===== config.mk =====
export PLATFORM = sky130hd
export DESIGN_NAME = uart_rx_cfg
export DESIGN_NICKNAME = d
export VERILOG_FILES = /design/src/rtl/uart_rx_cfg.sv
export SDC_FILE = /design/constraint.sdc
export NUM_CORES = 1
export LEC_CHECK = 0
export BUFFER_PORTS_ARGS = -buffer_cell sky130_fd_sc_hd__clkbuf_2
export CAP_MARGIN = 10
export CORE_AREA = 2 2 69 71
export DETAILED_ROUTE_END_ITERATION = 6
export DIE_AREA = 0 0 71 73
export PLACE_DENSITY = 0.76
export RECOVER_POWER = 50
export SETUP_SLACK_MARGIN = 0.1
export SYNTH_ARGS = -nofsm -noshare
export SYNTH_HDL_FRONTEND = slang
export SYNTH_SLANG_ARGS = --single-unit

===== constraint.sdc =====
create_clock -name clk -period 2.35 [get_ports clk]
set_input_delay 0.235 -clock clk [delete_from_list [all_inputs] [get_ports clk]]
set_output_delay 0.235 -clock clk [all_outputs]
set_load 0.01 [all_outputs]

===== src/rtl/uart_rx_cfg.sv =====
// Configurable oversampling UART receiver: majority-voted bit sampling, optional parity,
// one or two stop bits, frame/parity error flags and line-break detection.
module uart_rx_cfg #(
  parameter int CLOCK_FREQ = 38400000,
  parameter int BAUD_RATE  = 9600,
  parameter int OVERSAMPLE = 16,
  parameter int DATA_BITS  = 8,
  parameter int PARITY     = 0,
  parameter int STOP_BITS  = 1
) (
  input  logic                 clk,
  input  logic                 rst,
  input  logic                 rx,
  input  logic                 soft_reset,
  output logic [DATA_BITS-1:0] data,
  output logic                 valid,
  output logic                 parity_err,
  output logic                 frame_err,
  output logic                 break_det
);

  localparam int DIV = CLOCK_FREQ / (BAUD_RATE * OVERSAMPLE);
  localparam int TW  = (DIV > 1) ? $clog2(DIV) : 1;
  localparam int SW  = $clog2(OVERSAMPLE);

  localparam logic [TW-1:0] TICK_LAST = TW'(DIV - 1);
  localparam logic [SW-1:0] SAMP_A    = SW'(OVERSAMPLE / 2 - 1);
  localparam logic [SW-1:0] SAMP_B    = SW'(OVERSAMPLE / 2);
  localparam logic [SW-1:0] SAMP_C    = SW'(OVERSAMPLE / 2 + 1);
  localparam logic [SW-1:0] SAMP_LAST = SW'(OVERSAMPLE - 1);
  localparam logic [3:0]    DATA_LAST = 4'(DATA_BITS - 1);
  localparam logic [3:0]    STOP_LAST = 4'(STOP_BITS - 1);

  typedef enum logic [2:0] {
    ST_IDLE, ST_START, ST_DATA, ST_PARITY, ST_STOP, ST_BREAK_WAIT
  } state_t;

  state_t                 state;
  logic [1:0]             sync;
  logic                   rx_prev;
  logic [TW-1:0]          tick_cnt;
  logic [SW-1:0]          samp_cnt;
  logic [3:0]             bit_idx;
  logic [DATA_BITS-1:0]   shreg;
  logic                   par_bit;
  logic                   samp_a;
  logic                   samp_b;
  logic                   stop_zero_seen;
  logic                   stop_one_seen;

  logic rx_s;
  logic tick;
  logic vote_now;
  logic bit_end;
  logic vote;
  logic par_calc;
  logic frame_is_break;

  assign rx_s     = sync[1];
  assign tick     = (tick_cnt == TICK_LAST);
  assign vote_now = tick && (samp_cnt == SAMP_C);
  assign bit_end  = tick && (samp_cnt == SAMP_LAST);
  assign vote     = (samp_a & samp_b) | (samp_a & rx_s) | (samp_b & rx_s);

  // Odd parity expects payload^bit == 1, even expects 0; par_calc is 1 on a mismatch.
  assign par_calc = (PARITY == 1) ? ~(^shreg ^ par_bit) :
                    (PARITY == 2) ?  (^shreg ^ par_bit) : 1'b0;

  assign frame_is_break = (shreg == '0) && ((PARITY == 0) || !par_bit) &&
                          !stop_one_seen && !vote;

  // Synchroniser idles high so reset never fabricates a falling edge; soft_reset leaves it alone.
  always_ff @(posedge clk or posedge rst) begin
    if (rst) begin
      sync    <= 2'b11;
      rx_prev <= 1'b1;
    end else begin
      sync    <= {sync[0], rx};
      rx_prev <= sync[1];
    end
  end

  // NOTE: all state here is written with non-blocking assignments, so later
  // assignments in the case arms cleanly override the default counter advance.
  always_ff @(posedge clk or posedge rst) begin
    if (rst) begin
      state          <= ST_IDLE;
      tick_cnt       <= '0;
      samp_cnt       <= '0;
      bit_idx        <= '0;
      shreg          <= '0;
      par_bit        <= 1'b0;
      samp_a         <= 1'b1;
      samp_b         <= 1'b1;
      stop_zero_seen <= 1'b0;
      stop_one_seen  <= 1'b0;
      data           <= '0;
      valid          <= 1'b0;
      parity_err     <= 1'b0;
      frame_err      <= 1'b0;
      break_det      <= 1'b0;
    end else if (soft_reset) begin
      state          <= ST_IDLE;
      tick_cnt       <= '0;
      samp_cnt       <= '0;
      bit_idx        <= '0;
      shreg          <= '0;
      par_bit        <= 1'b0;
      stop_zero_seen <= 1'b0;
      stop_one_seen  <= 1'b0;
      data           <= '0;
      valid          <= 1'b0;
      parity_err     <= 1'b0;
      frame_err      <= 1'b0;
      break_det      <= 1'b0;
    end else begin
      valid     <= 1'b0;
      break_det <= 1'b0;

      if (state != ST_IDLE) begin
        tick_cnt <= tick ? '0 : tick_cnt + 1'b1;
        if (tick) samp_cnt <= (samp_cnt == SAMP_LAST) ? '0 : samp_cnt + 1'b1;
        if (tick && samp_cnt == SAMP_A) samp_a <= rx_s;
        if (tick && samp_cnt == SAMP_B) samp_b <= rx_s;
      end

      case (state)
        ST_IDLE: begin
          if (rx_prev && !rx_s) begin
            state          <= ST_START;
            tick_cnt       <= '0;
            samp_cnt       <= '0;
            bit_idx        <= '0;
            stop_zero_seen <= 1'b0;
            stop_one_seen  <= 1'b0;
          end
        end

        ST_START: begin
          if (vote_now && vote) state <= ST_IDLE;
          else if (bit_end)     state <= ST_DATA;
        end

        ST_DATA: begin
          if (vote_now) shreg <= {vote, shreg[DATA_BITS-1:1]};
          if (bit_end) begin
            if (bit_idx == DATA_LAST) begin
              bit_idx <= '0;
              state   <= (PARITY != 0) ? ST_PARITY : ST_STOP;
            end else begin
              bit_idx <= bit_idx + 1'b1;
            end
          end
        end

        ST_PARITY: begin
          if (vote_now) par_bit <= vote;
          if (bit_end)  state   <= ST_STOP;
        end

        ST_STOP: begin
          if (vote_now && bit_idx == STOP_LAST) begin
            if (frame_is_break) begin
              break_det <= 1'b1;
              state     <= ST_BREAK_WAIT;
              tick_cnt  <= '0;
              samp_cnt  <= '0;
            end else begin
              valid      <= 1'b1;
              data       <= shreg;
              parity_err <= par_calc;
              frame_err  <= stop_zero_seen | !vote;
              state      <= ST_IDLE;
            end
          end else begin
            if (vote_now) begin
              stop_zero_seen <= stop_zero_seen | !vote;
              stop_one_seen  <= stop_one_seen  |  vote;
            end
            if (bit_end) bit_idx <= bit_idx + 1'b1;
          end
        end

        ST_BREAK_WAIT: begin
          // Any low sample restarts the one-bit high-time measurement.
          if (!rx_s) begin
            tick_cnt <= '0;
            samp_cnt <= '0;
          end else if (bit_end) begin
            state <= ST_IDLE;
          end
        end

        default: state <= ST_IDLE;
      endcase
    end
  end

endmodule

==> results of run 1 <==
critical path: cells and delay by family (launching register included):
| kind | cells | cell delay (ns) |
|---|---|---|
| compound gates | 2 | 0.27 |
| fa+ha+maj | 1 | 0.16 |
| buf+inv | 1 | 0.10 |
| flops | 1 | 0.43 |
| simple gates | 3 | 0.93 |
power breakdown:
part	total (mW)	switching (mW)	internal [mW]
clock network	0.583	0.265	0.318
logic	0.345	0.202	0.143
registers	0.893	0.0832	0.810
state kept, by name, indices dropped and copies added, names as in the netlist:
signal          count
samp_a              1
break_det           1
sync                2
samp_b              1
frame_err           1
rx_prev             1
stop_zero_seen      1
bit_idx             4
shreg               8
state               3
data                8
stop_one_seen       1
tick_cnt            8
samp_cnt            4
valid               1
cells in the mapped netlist (all sizes together) (5+ instances only):
cell / count
a21oi: 11
a22o: 6
buf: 8
dfrtp: 40
dfstp: 5
ha: 7
inv: 10
mux2i: 14
nand2: 10
nand2b: 6
nand4: 6
nor2: 32
nor3: 16
o21ai: 6
worst max-delay path by stage:
stage | startpoint | end | slack, ns | depth (start not counted)
6_report | samp_cnt[1]$_DFF_PP0_ | state[2]$_DFFE_PP0P_ | 0.35 | 7
5_1_grt | samp_cnt[1]$_DFF_PP0_ | tick_cnt[5]$_DFF_PP0_ | 0.21 | 7
4_1_cts | samp_cnt[0]$_DFF_PP0_ | bit_idx[0]$_DFFE_PP0P_ | 0.26 | 5
3_5_place_dp | samp_cnt[0]$_DFF_PP0_ | bit_idx[0]$_DFFE_PP0P_ | 0.26 | 5
3_3_place_gp | samp_cnt[0]$_DFF_PP0_ | bit_idx[1]$_DFFE_PP0P_ | 0.30 | 5
2_1_floorplan | bit_idx[0]$_DFFE_PP0P_ | data[4]$_DFFE_PP0P_ | 0.52 | 6
stage by stage:
stage	hold slack [ns]	cells
after global routing	0.256	305
after CTS	0.00000136	304
final	0.261	305
after detailed placement	0.325	296
after floorplan	0.239	235
after global placement	0.324	296
layout make-up:
type	instances	area [um2]
Clock buffer	5	68.8
Clock inverter	3	46.3
Fill cell	377	1860
Inverter	10	37.5
Multi-Input combinational cell	168	1210
Sequential cell	45	1130
Tap cell	54	67.6
Timing Repair Buffer	20	115
per-layer routing:
layer  up-vias  routed length (um)  global-route usage [%]
met3         6                 141                    4.70
met5         -                   0                       0
met2        30                2110                    30.2
li1        860                   -                       -
met4         0                  49                    6.92
met1       859                2160                    25.0
logic make-up after synthesis:
| kind of cell | Yosys count |
|---|---|
| flip-flops | 45 |
| other | 1 |
| AO/OA/AOI/OAI | 39 |
| XOR/XNOR | 6 |
| multiplexers | 18 |
| buffers and inverters | 22 |
| adder cells (fa/ha/maj) | 8 |
| AND/OR/NAND/NOR | 96 |
timing repair:
| action | in CTS | in global routing |
|---|---|---|
| endpoints found under the hold margin | 0 | 1 |
| resized for setup | 0 | 2 |
| setup endpoints to repair | 0 | 6 |
| hold buffers | 0 | 1 |
==> metrics.yaml, run 1 <==
sta:
  setup_tns_ns: 0
  finalMaxSlewViolations: 46
  finalSetupViolCount: 0
  hold_viol_final: 0
  fmax_mhz: 499
  clock_skew_ns: 0.00947
  fin_ws_ns: 0.347
  tightest_slew_ns: 1.61
  fin_crit_sh_pct: 85.2
  period_minus_slack_ns: 2.00
  slew_headroom_pct: -7.20
  rsz0062_at_grt: "false"
clock_network:
  clkLatencyLatePin_ns: 0.30
  clkTransAtPathRegs_ns: 0.09
  cts_tree: "done"
  postCtsSetupBuffers: 0
  cts_made_buffers: 5
  cts-root-buf: "clkbuf_8"
  clock_sinks: 45
  clockBufferDepth: 2
  htreeDepth: 2
power_and_ir_drop:
  p_leak_nw: 1.22
  power_mw: 1.82
  power_per_cell_area_nw_per_um2: 681
  ir_drop_mv: 0.371
route:
  drtPass1Iterations: 4
  avgRoutedWirePerCell_um: 14.6
  ant_nets: 0
  drc: 0
  dr.first_iter.drc_count: 118
  vias: 1755
  finalWirelength_um: 4460
  vias_per_cell: 5.75
yosys:
  synth-simple-area-share_pct: 23.7
  synth_fa_ha_area_share_pct: 4.02
  synth_mux_area_share_pct: 7.62
  yosys.area.top_type: "dfrtp_1"
  synth_seq_cells: 45
  synth_edf_count: 0
  syn_inst: 235
  synth_top_family_by_area: "simple AND/OR/NAND/NOR gates"
  yosysSeqAreaShare_pct: 46.6
  async_reset_ff_share_pct: 100
  syn_area_um2: 2430
  yosys_warnings: 0
  synth-xor-area-share_pct: 2.16
  synth_nets: 246
  synth_compound_area_share_pct: 11.6
  synth.top_cell.area_share_pct: 41.2
  synth.area.top_cells: "dfrtp_1 (41%), mux2i_1 (5.8%), dfstp_2 (5.4%)"
  ys.flop_type: "dfrtp_1"
  yosys.cell_types.count: 54
  syn_area_per_cell_um2: 10.3
min_path:
  hold_end: "stop_one_seen$_DFFE_PP0P_"
  holdPathStages: 2
  min_path_type: "in -> reg"
  min-delay-start: "soft_reset"
die:
  core_area_um2: 4540
  io_pins: 16
  die_w_um: 71
  start_util_pct: 53.6
  die-area_um2: 5180
  rows: 25
  die_h_um: 73
global_routing:
  antenna_found_initial: 0
  grt_use_total_pct: 18.8
  grt_pass1_wl_um: 7740
  grt_overflow: 0
  grt_max_degree: 46
  first_global_vias: 1666
finish:
  design_area_um2: 2680
  drive_gt1_share_pct: 18.3
  layout_commonest_cell: "dfrtp_1"
  fin_nets: 261
  layout_common_cells: "dfrtp_1 (40), nor2_1 (30), nor3_1 (15), mux2i_1 (14), clkbuf_2 (12)"
  area_growth_pct: 10.1
  final_core_util_pct: 59.0
  num_antenna_cells: 0
worst_setup_path:
  crit_path_top_delay_cell: "dfrtp_1"
  cp-start-kind: "flip-flop"
  timing.rr.end: "state[2]$_DFFE_PP0P_"
  arrival_ns: 2.19
  setup.worst_path.end_class: "flip-flop"
  timing_worst_setup_path_type: "reg -> reg"
  cp.required_ns: 2.54
  max_stage_delay_ns: 0.43
  rrSetupSlack_ns: 0.35
  cp_cell_sequence: "inv_1, ha_1, nand3b_1, nor4_1, o32ai_1, or4_1, o311ai_0"
  regToRegStartpoint: "samp_cnt[1]$_DFF_PP0_"
  crit_fanout: 5
  r2r.worst_path.cells: 7
run_status:
  violations: "max-capacitance violations, max-slew violations"
  status: "finished with violations"
place:
  port-buffer-count: 14
  gp_congestion: 0.895
  place_hpwl_um: 3160
  dp_slack_ns: 0.263
  place_area_um2: 2540
flow_run:
  maxCapViolations: 1
Power figures use the tool's default switching activity.
==> inputs of run 2 (changes only) <==
CORE_AREA = 2 2 81 83   (was 2 2 69 71)
DIE_AREA = 0 0 83 85   (was 0 0 71 73)
PLACE_DENSITY = 0.59   (was 0.76)
clock period = 2 ns   (was 2.35 ns; I/O delays follow)
==> run 2 against run 1 <==
  * The flow now finishes without violations
  * Non-clock buffer count grew 20
  * Hold slack lost 0.016 ns
  * Sequential power grew 16%
  * Die area grew 36%
  * Critical path depth grew 1
==> metrics.yaml, run 2 (same netlist as run 1, synthesis figures left out) <==
run_status:
  status: "finished clean"
die:
  start_util_pct: 39.2
  die_w_um: 83
  io_pins: 16
  die-area_um2: 7060
  core_area_um2: 6200
  die_h_um: 85
  rows: 29
sta:
  finalMaxSlewViolations: 0
  finalSetupViolCount: 0
  fin_crit_sh_pct: 93.5
  fin_ws_ns: 0.130
  rsz0062_at_grt: "true"
  holdWs_ns: 0.245
  hold_viol_final: 0
  slew_headroom_pct: 32.9
  setup_tns_ns: 0
  period_minus_slack_ns: 1.87
  tightest_slew_ns: 1.01
  clock_skew_ns: 0.00836
  fmax_mhz: 535
global_routing:
  grt_use_total_pct: 14.9
  grt_overflow: 0
  grt_max_degree: 20
  grt_pass1_wl_um: 8600
  first_global_vias: 1770
  antenna_found_initial: 0
worst_setup_path:
  cp_cell_sequence: "inv_1, ha_2, nand4bb_1, nor4_2, o32ai_2, buf_4, o21ai_0, o311ai_2"
  r2r.worst_path.cells: 8
  startpoint: "bit_idx[0]$_DFFE_PP0P_"
  setup.worst_path.end_class: "flip-flop"
  crit_path_top_delay_cell: "dfrtp_1"
  cp-start-kind: "flip-flop"
  timing.rr.end: "state[2]$_DFFE_PP0P_"
  max_stage_delay_ns: 0.42
  rrSetupSlack_ns: 0.13
  regToRegStartpoint: "bit_idx[0]$_DFFE_PP0P_"
  cp-endpoint: "state[2]$_DFFE_PP0P_"
  cp.required_ns: 2.18
  timing_worst_setup_path_type: "reg -> reg"
  crit_fanout: 5
  arrival_ns: 2.05
clock_network:
  htreeDepth: 2
  clock_sinks: 45
  clkTransAtPathRegs_ns: 0.09
  clkLatencyLatePin_ns: 0.31
  clockBufferDepth: 2
  cts_made_buffers: 5
  cts-root-buf: "clkbuf_8"
  cts_tree: "done"
finish:
  final_core_util_pct: 46.7
  layout_common_cells: "dfrtp_1 (38), nor2_1 (30), buf_4 (21), nor3_1 (15)"
  area_growth_pct: 19.2
  multi_input_comb_area_um2: 1270
  drive_gt1_share_pct: 28.8
  layout_commonest_cell: "dfrtp_1"
  fin_nets: 281
  biggestRegsByFlops: "data (8), shreg (8), tick_cnt (8)"
  ff_latch_area_um2: 1130
  num_antenna_cells: 0
  num-fill-cells: 588
route:
  drc: 0
  ant_nets: 0
  vias_per_cell: 5.26
  drtPass1Iterations: 4
  dr.first_iter.drc_count: 74
  vias: 1831
  avgRoutedWirePerCell_um: 14.4
  finalWirelength_um: 5000
power_and_ir_drop:
  power_mw: 2.14
  ir_drop_mv: 0.424
  power_per_cell_area_nw_per_um2: 740
  p_leak_nw: 1.32
place:
  place_hpwl_um: 3550
  dp_slack_ns: 0.0649
  gp_congestion: 0.804
  port-buffer-count: 14
min_path:
  min_path_type: "in -> reg"
flow_run:
  maxCapViolations: 0
[run 2: cell count changes in the layout (fill, tap and decap cells not counted), sizes merged]
cell	delta
clkbuf	+2
clkinv	-1
inv	+2
buf	+17
bufinv	-1
dlygate4sd3	+1
[run 2: cell type report]
class,count,area share (%)
inverters,10,1.30
clock inverters,3,0.864
flip-flops and latches,45,39.2
well taps,77,3.33
repair buffers,40,9.16
multi-input cells,168,43.8
clock buffers,5,2.38
[run 2: how the worst min path moves through the flow]
stage,from,cells past startpoint,to,slack (ns)
finish,soft_reset,2,stop_zero_seen$_DFFE_PP0P_,0.25
global route,soft_reset,2,stop_zero_seen$_DFFE_PP0P_,0.26
CTS,soft_reset,2,stop_zero_seen$_DFFE_PP0P_,0.22
detailed placement,rst,2,data[5]$_DFFE_PP0P_,0.11
global placement,rst,2,valid$_DFF_PP0_,0.10
floorplan,rx,0,sync[0]$_DFF_PP1_,0.20
[run 2: where the power goes]
part           internal, mW  leakage (nW)  switching (mW)
logic                 0.224         0.668           0.277
clock network         0.255        0.0452           0.349
registers             0.954         0.605          0.0837
[run 2: timing repair]
item | CTS | global route
setup buffers | 2 | 6
hold buffers | 2 | 0
endpoints found under the hold margin | 9 | 0
cloned | 0 | 0
pin swaps | 1 | 4
endpoints found under the setup margin | 11 | 36
gates resized for setup | 1 | 18
[run 2: per-stage QoR]
step | cells | area (um2)
after CTS | 342 | 2780
after global placement | 330 | 2660
final | 348 | 2900
after global routing | 348 | 2900
after floorplan | 235 | 2430
after detailed placement | 330 | 2660
[run 2: critical path: cells and delay by family (launching register included)]
kind / cells / cell delay [ns]
compound gates: 3 / 0.47
flops: 1 / 0.42
fa+ha+maj: 1 / 0.17
simple gates: 2 / 0.45
buf+inv: 2 / 0.23
[run 2: routing by layer]
metal  up-vias  global-route usage, %  part of all wire (%)
met5         -                      0                     0
met2        31                   23.8                    47
li1        907                      -                     -
met1       885                   20.0                    49
met3         8                   3.31                   3.0
met4         0                   5.37                   1.4
